`src/rtl/crp16_fetch_pkg.sv`:
```
// Shared types for the crp16 fetch front end: FSM states, prefetch entry
// layout and the FIFO occupancy-count width.
package crp16_fetch_pkg;

    typedef enum logic [1:0] {
        S_REQ,
        S_WAIT,
        S_FULL
    } fetch_state_t;

    localparam int FETCH_ADDR_W  = 16;
    localparam int FETCH_INSTR_W = 16;

    typedef struct packed {
        logic [FETCH_INSTR_W-1:0] instr;
        logic [FETCH_ADDR_W-1:0]  next_pc;
    } fetch_entry_t;

    // Count must represent 0..DEPTH inclusive.
    function automatic int cnt_width(input int depth);
        return $clog2(depth) + 1;
    endfunction

endpackage

```
`src/rtl/crp16_sync_fifo.sv`:
```
// Synchronous FIFO with flush; DEPTH must be a power of two so the
// pointers wrap naturally.
module crp16_sync_fifo
    import crp16_fetch_pkg::*;
#(
    parameter int WIDTH = 32,
    parameter int DEPTH = 4
) (
    input  logic                         clock,
    input  logic                         reset,
    input  logic                         push,
    input  logic [WIDTH-1:0]             push_data,
    input  logic                         pop,
    input  logic                         flush,
    output logic [WIDTH-1:0]             head,
    output logic [cnt_width(DEPTH)-1:0]  count
);

    localparam int AW = $clog2(DEPTH);
    localparam int CW = cnt_width(DEPTH);

    logic [WIDTH-1:0] mem [DEPTH];
    logic [AW-1:0]    rd_ptr;
    logic [AW-1:0]    wr_ptr;

    // Flush discards everything, including a pop or push in the same cycle.
    always_ff @(posedge clock) begin
        if (reset || flush) begin
            rd_ptr <= '0;
            wr_ptr <= '0;
            count  <= '0;
        end else begin
            if (push) wr_ptr <= wr_ptr + AW'(1);
            if (pop)  rd_ptr <= rd_ptr + AW'(1);
            count <= count + CW'(push) - CW'(pop);
        end
    end

    always_ff @(posedge clock) begin
        if (push && !flush) mem[wr_ptr] <= push_data;
    end

    assign head = mem[rd_ptr];

endmodule

```
`src/rtl/crp16_fetch_unit.sv`:
```
// Decoupled instruction fetch: one outstanding memory request, credit-based
// prefetch into a FIFO, and redirect flush with in-flight response dropping.
module crp16_fetch_unit
    import crp16_fetch_pkg::*;
#(
    parameter int                    ADDR_WIDTH  = 16,
    parameter int                    INSTR_WIDTH = 16,
    parameter int                    DEPTH       = 4,
    parameter logic [ADDR_WIDTH-1:0] RESET_PC    = '0
) (
    input  logic                   clock,
    input  logic                   reset,
    output logic                   mem_req,
    output logic [ADDR_WIDTH-1:0]  mem_addr,
    input  logic                   mem_ack,
    input  logic                   mem_rvalid,
    input  logic [INSTR_WIDTH-1:0] mem_rdata,
    input  logic                   redirect_valid,
    input  logic [ADDR_WIDTH-1:0]  redirect_addr,
    output logic                   instr_valid,
    input  logic                   instr_ready,
    output logic [INSTR_WIDTH-1:0] instr,
    output logic [ADDR_WIDTH-1:0]  instr_next_pc
);

    localparam int CW = cnt_width(DEPTH);
    localparam int EW = INSTR_WIDTH + ADDR_WIDTH;

    fetch_state_t           state;
    logic [ADDR_WIDTH-1:0]  fetch_pc;
    logic [ADDR_WIDTH-1:0]  pend_pc;
    logic [ADDR_WIDTH-1:0]  rsp_next_pc;
    logic                   pend;
    logic                   drop;
    logic [CW-1:0]          count;
    logic [EW-1:0]          head;
    logic                   ack_now, rsp_now, push, pop, pend_n;
    logic                   credit_now, credit_next;
    int                     occ_next;

    assign mem_req     = (state == S_REQ) && !reset;
    assign mem_addr    = fetch_pc;
    assign ack_now     = mem_req && mem_ack;
    // A response with nothing outstanding (e.g. left over from before reset) is ignored.
    assign rsp_now     = mem_rvalid && pend;
    assign push        = rsp_now && !drop && !redirect_valid;
    assign instr_valid = (count != '0);
    assign pop         = instr_valid && instr_ready;
    assign pend_n      = ack_now || (pend && !rsp_now);
    assign rsp_next_pc = pend_pc + 1'b1;

    assign occ_next    = int'(count) + int'(push) - int'(pop);
    assign credit_now  = (int'(count) + int'(pend)) < DEPTH;
    assign credit_next = (occ_next + int'(pend_n)) < DEPTH;

    always_ff @(posedge clock) begin
        if (reset) begin
            state    <= S_REQ;
            fetch_pc <= RESET_PC;
            pend_pc  <= '0;
            pend     <= 1'b0;
            drop     <= 1'b0;
        end else begin
            pend <= pend_n;
            if (ack_now) pend_pc <= fetch_pc;
            // An acked request stays outstanding across a redirect; its data is dropped.
            if (redirect_valid) begin
                fetch_pc <= redirect_addr;
                drop     <= pend_n;
                state    <= pend_n ? S_WAIT : S_REQ;
            end else begin
                if (rsp_now) drop <= 1'b0;
                case (state)
                    S_REQ: begin
                        if (ack_now) begin
                            fetch_pc <= fetch_pc + 1'b1;
                            state    <= S_WAIT;
                        end else if (!credit_now) begin
                            state <= S_FULL;
                        end
                    end
                    S_WAIT:  if (rsp_now) state <= credit_next ? S_REQ : S_FULL;
                    S_FULL:  if (credit_next) state <= S_REQ;
                    default: state <= S_REQ;
                endcase
            end
        end
    end

    crp16_sync_fifo #(
        .WIDTH (EW),
        .DEPTH (DEPTH)
    ) u_fifo (
        .clock     (clock),
        .reset     (reset),
        .push      (push),
        .push_data ({mem_rdata, rsp_next_pc}),
        .pop       (pop),
        .flush     (redirect_valid),
        .head      (head),
        .count     (count)
    );

    assign instr         = instr_valid ? head[EW-1 -: INSTR_WIDTH] : '0;
    assign instr_next_pc = instr_valid ? head[ADDR_WIDTH-1:0] : '0;

endmodule

```
`config.mk`:
```
export PLATFORM = sky130hd
export DESIGN_NAME = crp16_fetch_unit
export DESIGN_NICKNAME = d
export VERILOG_FILES = /design/src/rtl/crp16_fetch_pkg.sv /design/src/rtl/crp16_sync_fifo.sv /design/src/rtl/crp16_fetch_unit.sv
export SDC_FILE = /design/constraint.sdc
export NUM_CORES = 1
export LEC_CHECK = 0
export ABC_AREA = 1
export CAP_MARGIN = 30
export CORE_ASPECT_RATIO = 0.9
export CORE_UTILIZATION = 56
export DETAILED_ROUTE_END_ITERATION = 7
export HOLD_SLACK_MARGIN = 0.15
export PLACE_DENSITY = 0.86
export SETUP_SLACK_MARGIN = 0.4
export SYNTH_ARGS = -nofsm -noshare
export SYNTH_HDL_FRONTEND = slang
export SYNTH_SLANG_ARGS = --single-unit
```
`constraint.sdc`:
```
create_clock -name clock -period 3.98 [get_ports clock]
set_clock_uncertainty 0.05 [all_clocks]
set_input_delay 0.796 -clock clock [delete_from_list [all_inputs] [get_ports clock]]
set_output_delay 0.796 -clock clock [all_outputs]
set_load 0.005 [all_outputs]
```
==> impl_results.md, run 1 <==
* Status: complete, no violations
* Initial antenna violation count at 0
* Max-cap check violation count at 0
* Mux contribution to synthesized area at 0%
* Setup TNS at 0 ns
* Slew headroom at 58.6%
* Crit path kind: register to output port
* Core area at 0.0128 mm²
* Grt ovf at 0
* Critical-path cell list: clkinv_1 -> buf_4 -> o21ai_0 -> a21oi_1 -> clkdlybuf4s50_1
* Tot GR Track Use at 25.1%
* CTS buffer count at 17
* Largest net degree at the start of global routing at 57
* Vias in the first global route at 5533
* CTS clk-pin slew, worst paths at 0.06 ns
* Worst Hold Class: register to register
* Vias at 5501
* Detail Route met2 WL at 8.17 mm
* WL met1 at 6.57 mm
* Placer Congestion at 0.865
* Placed wire-length estimate at 9.76 mm
* Nets at 857
* Max Slew Vio Count at 0
* Synth area leader: edfxtp_1
* First-pass GRT wire length at 26.0 mm
* Drt drc at 0
* Iter 0 DRT Violations at 458
* Max Freq at 298 MHz
* Post-DRT Antenna Nets at 0
* Clk root buf: clkbuf_16
* Mapped Avg Cell Area at 10.3 µm²
* Critical path's slowest cell: dfxtp_2
* DR pass1 iterations at 5
* Worst vdd ir at 301 µV
* Worst-case clock buffer depth at 2
* Top sig layer: met4
* Register bit total from synthesis at 173
* Crit path arrival time at 2.51 ns
* Sequential share of the synthesized area at 63.7%
* Filler instances at 881
* Postcts setup bufs at 0
* Worst-margin pin slew at 0.620 ns
* Wire length on met3 at 1.03 mm
* IO Port Bufs at 87
* Netlist Area Pre-Place at 0.00745 mm²
* Combinational family with the most area after synthesis: simple AND/OR/NAND/NOR gates
* Worst Path Required at 3.13 ns
* Final Util at 70.8%
* Startpoint Class: register
* Compound-Gate Fraction of Synth Area at 9.98%
* WP buf/inv at 3
* Die W at 124 µm
* Final Hold Fails at 0
* Synth-to-Final Area Change at 22.0%
* Synth top area share at 51.6%
* Total inserted antenna cells at 0
* Simple-gate share of the synthesized area at 16.6%
* Post-synthesis xor/xnor area fraction at 2.94%
* WL per Instance at 16.4 µm
* Vias/cell at 5.60
* Net Count, Synth at 773
* Post-place setup slack at 0.673 ns
* Synth top area cells: edfxtp_1 (52%), dfxtp_1 (12%), nor2_1 (8.0%)
* RSZ-0062 raised after global routing: false
* Leakage dissipation at 3.33 nW
* Post-synthesis cell type count at 36
* TritonCTS clock tree: built
* Final period util at 84.3%
* Final hold slack at 0.427 ns
* Pwr/cell area at 420 mW/mm²
* Fraction of layout cells with a size suffix above 1 at 7.81%
* Worst setup EP type: output port
* Routed wire length at 16.1 mm
* H-tree Lvls at 4
* CTS sink count at 173
* Setup violators final at 0
* Io pins at 88
* Row Count at 39
* Fin crit period at 3.35 ns
* Worst path max stage delay at 0.52 ns
* Die area at 0.0138 mm²
* Cells after synthesis at 722
* Post-Synth Adder-Cell Area at 2.28%
* CP Max Fanout at 56
* Initial Util at 58.0%
* Die H at 111 µm
* Setup ws final at 0.625 ns
* Synth Warn # at 0
* CP top delay family: buffers and inverters
* Clock Latency Late Sink at 0.43 ns
==> cell usage in the layout (no fill, tap or decap), drive strengths merged, types with 4 or more instances in the layout <==
cell type / n
clkinv: 8
xnor2: 4
a21oi: 44
o21ai: 86
clkbuf: 19
dfxtp: 45
a31oi: 7
inv: 51
nor2: 163
nor3b: 4
edfxtp: 128
nand2: 67
ha: 12
buf: 11
xor2: 21
clkdlybuf4s50: 87
nor3: 11
nand3: 36
==> worst paths after layout <==
path / slack [ns] / to / from / cells after the start
setup / recovery: 0.63 / instr_next_pc[7] / register / 5
hold reg to reg: 0.43 / drop$_SDFFE_PP0P_ / drop$_SDFFE_PP0P_ / 2
hold / removal: 0.43 / drop$_SDFFE_PP0P_ / drop$_SDFFE_PP0P_ / 2
setup reg to reg: 1.23 / state[1]$_SDFFE_PP0P_ / u_fifo.count[2]$_SDFF_PP0_ / 17
==> metrics by stage <==
stage	instance area, µm²	instances	total power, mW
2_1_floorplan	7450	722	2.13
3_3_place_gp	8500	951	2.23
3_5_place_dp	8500	951	2.24
4_1_cts	9080	983	3.83
5_1_grt	9080	983	3.93
6_report	9080	983	3.81
==> registers in the layout, summed over array words and instances (netlist names), named ones only <==
register	cells
drop	1
mem_addr	16
pend	1
pend_pc	16
state	2
u_fifo.count	3
u_fifo.mem	128
u_fifo.rd_ptr	2
u_fifo.wr_ptr	2
==> area by class of cell <==
| class | instances | area [µm²] | area share, % |
|---|---|---|---|
| sequential | 173 | 4750 | 52.3 |
| multi-input combinational | 465 | 2410 | 26.5 |
| timing repair buffer | 98 | 957 | 10.5 |
| clock inverter | 13 | 143 | 1.57 |
| clock buffer | 19 | 433 | 4.77 |
| tap | 164 | 205 | 2.26 |
| inverter | 51 | 191 | 2.11 |
==> kinds of logic (layout without fill, tap and decap cells) <==
kind of cell / Yosys count / after routing
AO/OA/AOI/OAI: 143 / 143
XOR/XNOR: 25 / 25
adder cells (fa/ha/maj): 13 / 13
buffers and inverters: 84 / 181
flip-flops: 173 / 173
AND/OR/NAND/NOR: 284 / 284
==> synthesized netlist by cell type <==
master    count
nor3_2        2
nor3b_1       3
nor3_1        7
fa_1          1
nand2_2       2
xor2_1       21
ha_1         12
a211oi_1      1
edfxtp_1    128
xnor2_1       4
nand2_1      65
inv_2         2
inv_1        47
a21oi_1      44
nor2_4        1
o21ai_0      86
o211ai_1      2
a221oi_1      1
nor3_4        2
nand3_2       5
buf_2         7
a31oi_1       7
buf_4         2
a32oi_1       1
clkbuf_1     21
nand4_2       1
nor2_2        4
buf_1         3
or2_2         1
dfxtp_1      45
nor2_1      158
nor3b_2       1
clkinv_1      2
nand3_1      31
a22o_1        1
nand4_1       1
==> where the power goes <==
group | switching [mW] | internal (mW) | leakage (nW)
registers | 0.0279 | 1.96 | 1.59
logic | 0.114 | 0.101 | 1.47
clock network | 0.684 | 0.927 | 0.270
total | 0.826 | 2.99 | 3.33
==> layer usage <==
metal | track usage, % | vias to the layer above
met5 | 0 | -
met4 | 11.6 | 0
met3 | 5.89 | 29
met2 | 42.6 | 227
met1 | 29.9 | 2610
li1 | - | 2635
==> worst min-delay path: cells and delay by family (launching register included) <==
family,cells,cell delay [ns]
flip-flops,1,0.31
AO/OA/AOI/OAI,1,0.06
AND/OR/NAND/NOR,1,0.05
==> repair_timing <==
item / CTS / global route
endpoints found under the hold margin: 0 / 0
hold buffers: 0 / 0
setup endpoints to repair: 0 / 5
resized for setup: 0 / 1
Power figures use the tool's default switching activity.
==> run 2, diff against run 1 <==
Settings changed: CORE_UTILIZATION 56 to 50, PLACE_DENSITY 0.86 to 0.81.
Clock period 3.98 ns to 2.76 ns, I/O delays scaled along.
==> run 2 against run 1 <==
Total power grew 51%. Via count grew 2.5%. Non-clock buffer count grew 30. Clock power grew 59%. Sequential share of layout area shrank 3.4 points. Cell count grew 6.0%. Critical path depth grew 12. Sequential power grew 44%. Register-to-register slack lost 0.86 ns.
==> impl_results.md, run 2 (synthesized netlist as in run 1, its figures left out) <==
* Synth-to-Final Area Change at 30.9%
* WL met1 at 7.44 mm (+13%)
* CTS clk-pin slew, worst paths at 0.06 ns (about the same)
* Total inserted antenna cells at 0 (unchanged)
* Commonest non-fill, non-tap cell in the layout: nor2_1
* Area of the multi-input gates at 0.00259 mm² (+7.4%)
* Worst vdd ir at 458 µV (+52%)
* Initial antenna violation count at 0 (unchanged)
* Crit path kind: register to register
* Sw Share at 20.4% (-1.2 points)
* Worst-margin pin slew at 0.538 ns (-0.0822 ns)
* Die W at 131 µm (+5.7%)
* Row Count at 41 (+5.1%)
* Startpoint Class: register
* CTS buffer count at 17 (unchanged)
* Filler instances at 1050 (+19%)
* Max FFs per register at 128 (unchanged)
* Drt drc at 0 (unchanged)
* Crit Reg-Reg Startpoint: u_fifo.count[1]$_SDFF_PP0_
* Most frequent cells in the layout: nor2_1 (133), edfxtp_1 (128), nand2_1 (62), o21ai_0 (62), clkdlybuf4s50_1 (54)
* Die H at 118 µm (+5.7%)
* Vias/cell at 5.41 (-3.3%)
* CTS sink count at 173 (unchanged)
* Worst setup EP type: register
* Top reg by flops: u_fifo.mem
* Pint at 4.59 mW (+53%)
* Final period util at 86.8%
* Non-filler instance count after layout at 1042 (+6.0%)
* Crit path arrival time at 2.65 ns (+0.14 ns)
* Critical path origin: u_fifo.count[1]$_SDFF_PP0_
* DR pass1 iterations at 6 (+1)
* Nets at 887 (+3.5%)
* Slew headroom at 64.1% (+5.6 points)
* CP Max Fanout at 2 (-96%)
* Grt ovf at 0 (unchanged)
* Initial Util at 52.2% (-5.8 points)
* Top sig layer: met4
* Placer Congestion at 0.863 (-0.23%)
* Flop2flop setup slack at 0.37 ns (-0.86 ns)
* Fin crit period at 2.39 ns
* Placed insts at 988 (+3.9%)
* Sequential group share of total power at 49.7% (-2.4 points)
* Setup ws final at 0.366 ns (-0.260 ns)
* Placed wire-length estimate at 9.45 mm (-3.2%)
* Max-cap check violation count at 0 (unchanged)
* Final hold slack at 0.428 ns (+0.00138 ns)
* Post-DRT Antenna Nets at 0 (unchanged)
* Clk root buf: clkbuf_16
* Largest net degree at the start of global routing at 33 (-42%)
* Worst r2r path cells at 17 (unchanged)
* Fraction of layout cells with a size suffix above 1 at 20.0% (+12 points)
* Detail Route met2 WL at 8.74 mm (+6.9%)
* Tot GR Track Use at 22.9% (-2.2 points)
* Die area at 0.0154 mm² (+12%)
* Io pins at 88 (unchanged)
* Critical path destination: state[1]$_SDFFE_PP0P_
* Core area at 0.0143 mm² (+11%)
* Pwr/cell area at 591 mW/mm² (+41%)
* Sequential cell area at 0.00476 mm² (+0.26%)
* Final Hold Fails at 0 (unchanged)
* Post-place setup slack at -0.0526 ns (-0.725 ns)
* Leakage dissipation at 3.70 nW (+11%)
* Post-layout total power at 5.76 mW (+51%)
* RSZ-0062 raised after global routing: true
* Iter 0 DRT Violations at 457 (-0.22%)
* R2r endpoint: state[1]$_SDFFE_PP0P_
* IO Port Bufs at 87 (unchanged)
* Worst Hold Class: register to register
* Clock Latency Late Sink at 0.42 ns (about the same)
* Clock Power Share at 44.5% (+2.3 points)
* Vias in the first global route at 5458 (-1.4%)
* Routed wire length at 17.9 mm (+11%)
* Status: complete, no violations
* Comb pwr share at 5.8% (+0.2 points)
* Max Slew Vio Count at 0 (unchanged)
* TritonCTS clock tree: built
* WL per Instance at 17.2 µm (+4.9%)
* Wire length on met3 at 1.31 mm (+27%)
* First-pass GRT wire length at 26.5 mm (+1.9%)
* H-tree Lvls at 4 (unchanged)
* HP Start: pend_pc[15]$_SDFFE_PP0P_
* Net switching power at 1.18 mW (+43%)
* Setup violators final at 0 (unchanged)
* Worst-case clock buffer depth at 2 (unchanged)
* Cts hold-fix bufs at 0 (unchanged)
* Worst Path Required at 3.02 ns (-0.11 ns)
* Max Freq at 418 MHz
* Vias at 5641 (+2.5%)
==> run 2: changes by cell type in the layout (fill, tap and decap cells not counted), moves of 5 or more <==
cell / before / now
buf_12: 0 / 10
nor2_1: 154 / 133
nor2_2: 4 / 15
clkdlybuf4s50_1: 87 / 54
clkbuf_2: 0 / 12
buf_4: 10 / 15
buf_6: 1 / 8
buf_2: 0 / 19
o21ai_0: 86 / 62
nor2_4: 5 / 15
o21ai_1: 0 / 23
==> run 2: layer usage <==
layer	GRT usage (%)	vias up
li1	-	2695
met1	28.4	2656
met4	8.84	0
met5	0	-
met3	6.50	37
met2	37.6	253
==> run 2: critical path, stage by stage, from the launching register on <==
cell and delay (ns):
dfxtp_4 0.35, nor3_4 0.17, inv_1 0.07, nand2_1 0.07, inv_2 0.05, ha_4 0.26
inv_2 0.04, ha_4 0.15, fa_2 0.54, nand2_2 0.06, inv_2 0.04, nand2_2 0.04
nand3_2 0.08, nand2_2 0.08, nand3_2 0.07, nor2_1 0.04, nor2_1 0.08, nor2_1 0.05
==> run 2: power groups by stage <==
stage / Sequential (mW) / Combinational [mW] / Clock (mW)
2_1_floorplan: 2.91 / 0.151 / 0
3_3_place_gp: 2.92 / 0.307 / 0
3_5_place_dp: 2.92 / 0.312 / 0
4_1_cts: 2.86 / 0.323 / 2.56
5_1_grt: 2.87 / 0.367 / 2.70
6_report: 2.86 / 0.336 / 2.56
==> run 2: per-stage QoR <==
stage                     util [%]  instance area, µm²  TNS (ns)
final                         68.3                9750         0
after global routing          68.3                9750         0
after CTS                     66.7                9510         0
after detailed placement      60.7                8660   -0.0526
after global placement        60.7                8660  -0.00474
after floorplan                  -                7460         0
==> run 2: worst min-delay path by stage <==
stage | end | slack (ns) | depth (start not counted)
after floorplan | drop$_SDFFE_PP0P_ | 0.39 | 2
after global placement | drop$_SDFFE_PP0P_ | 0.41 | 2
after detailed placement | drop$_SDFFE_PP0P_ | 0.42 | 2
after CTS | pend_pc[15]$_SDFFE_PP0P_ | 0.43 | 2
after global routing | pend_pc[4]$_SDFFE_PP0P_ | 0.46 | 2
final | pend_pc[15]$_SDFFE_PP0P_ | 0.43 | 2
==> run 2: timing repair <==
item / in CTS / in global routing
pin swaps: 28 / 41
gates cloned: 4 / 4
endpoints found under the setup margin: 34 / 31
setup buffers: 11 / 3
gates resized for setup: 116 / 98
==> run 2: final cells by class <==
class	count	share of cell area, %
well taps	193	2.48
flip-flops and latches	173	48.8
clock inverters	11	1.96
clock buffers	21	4.52
inverters	51	2.08
multi-input cells	465	26.5
repair buffers	128	13.6
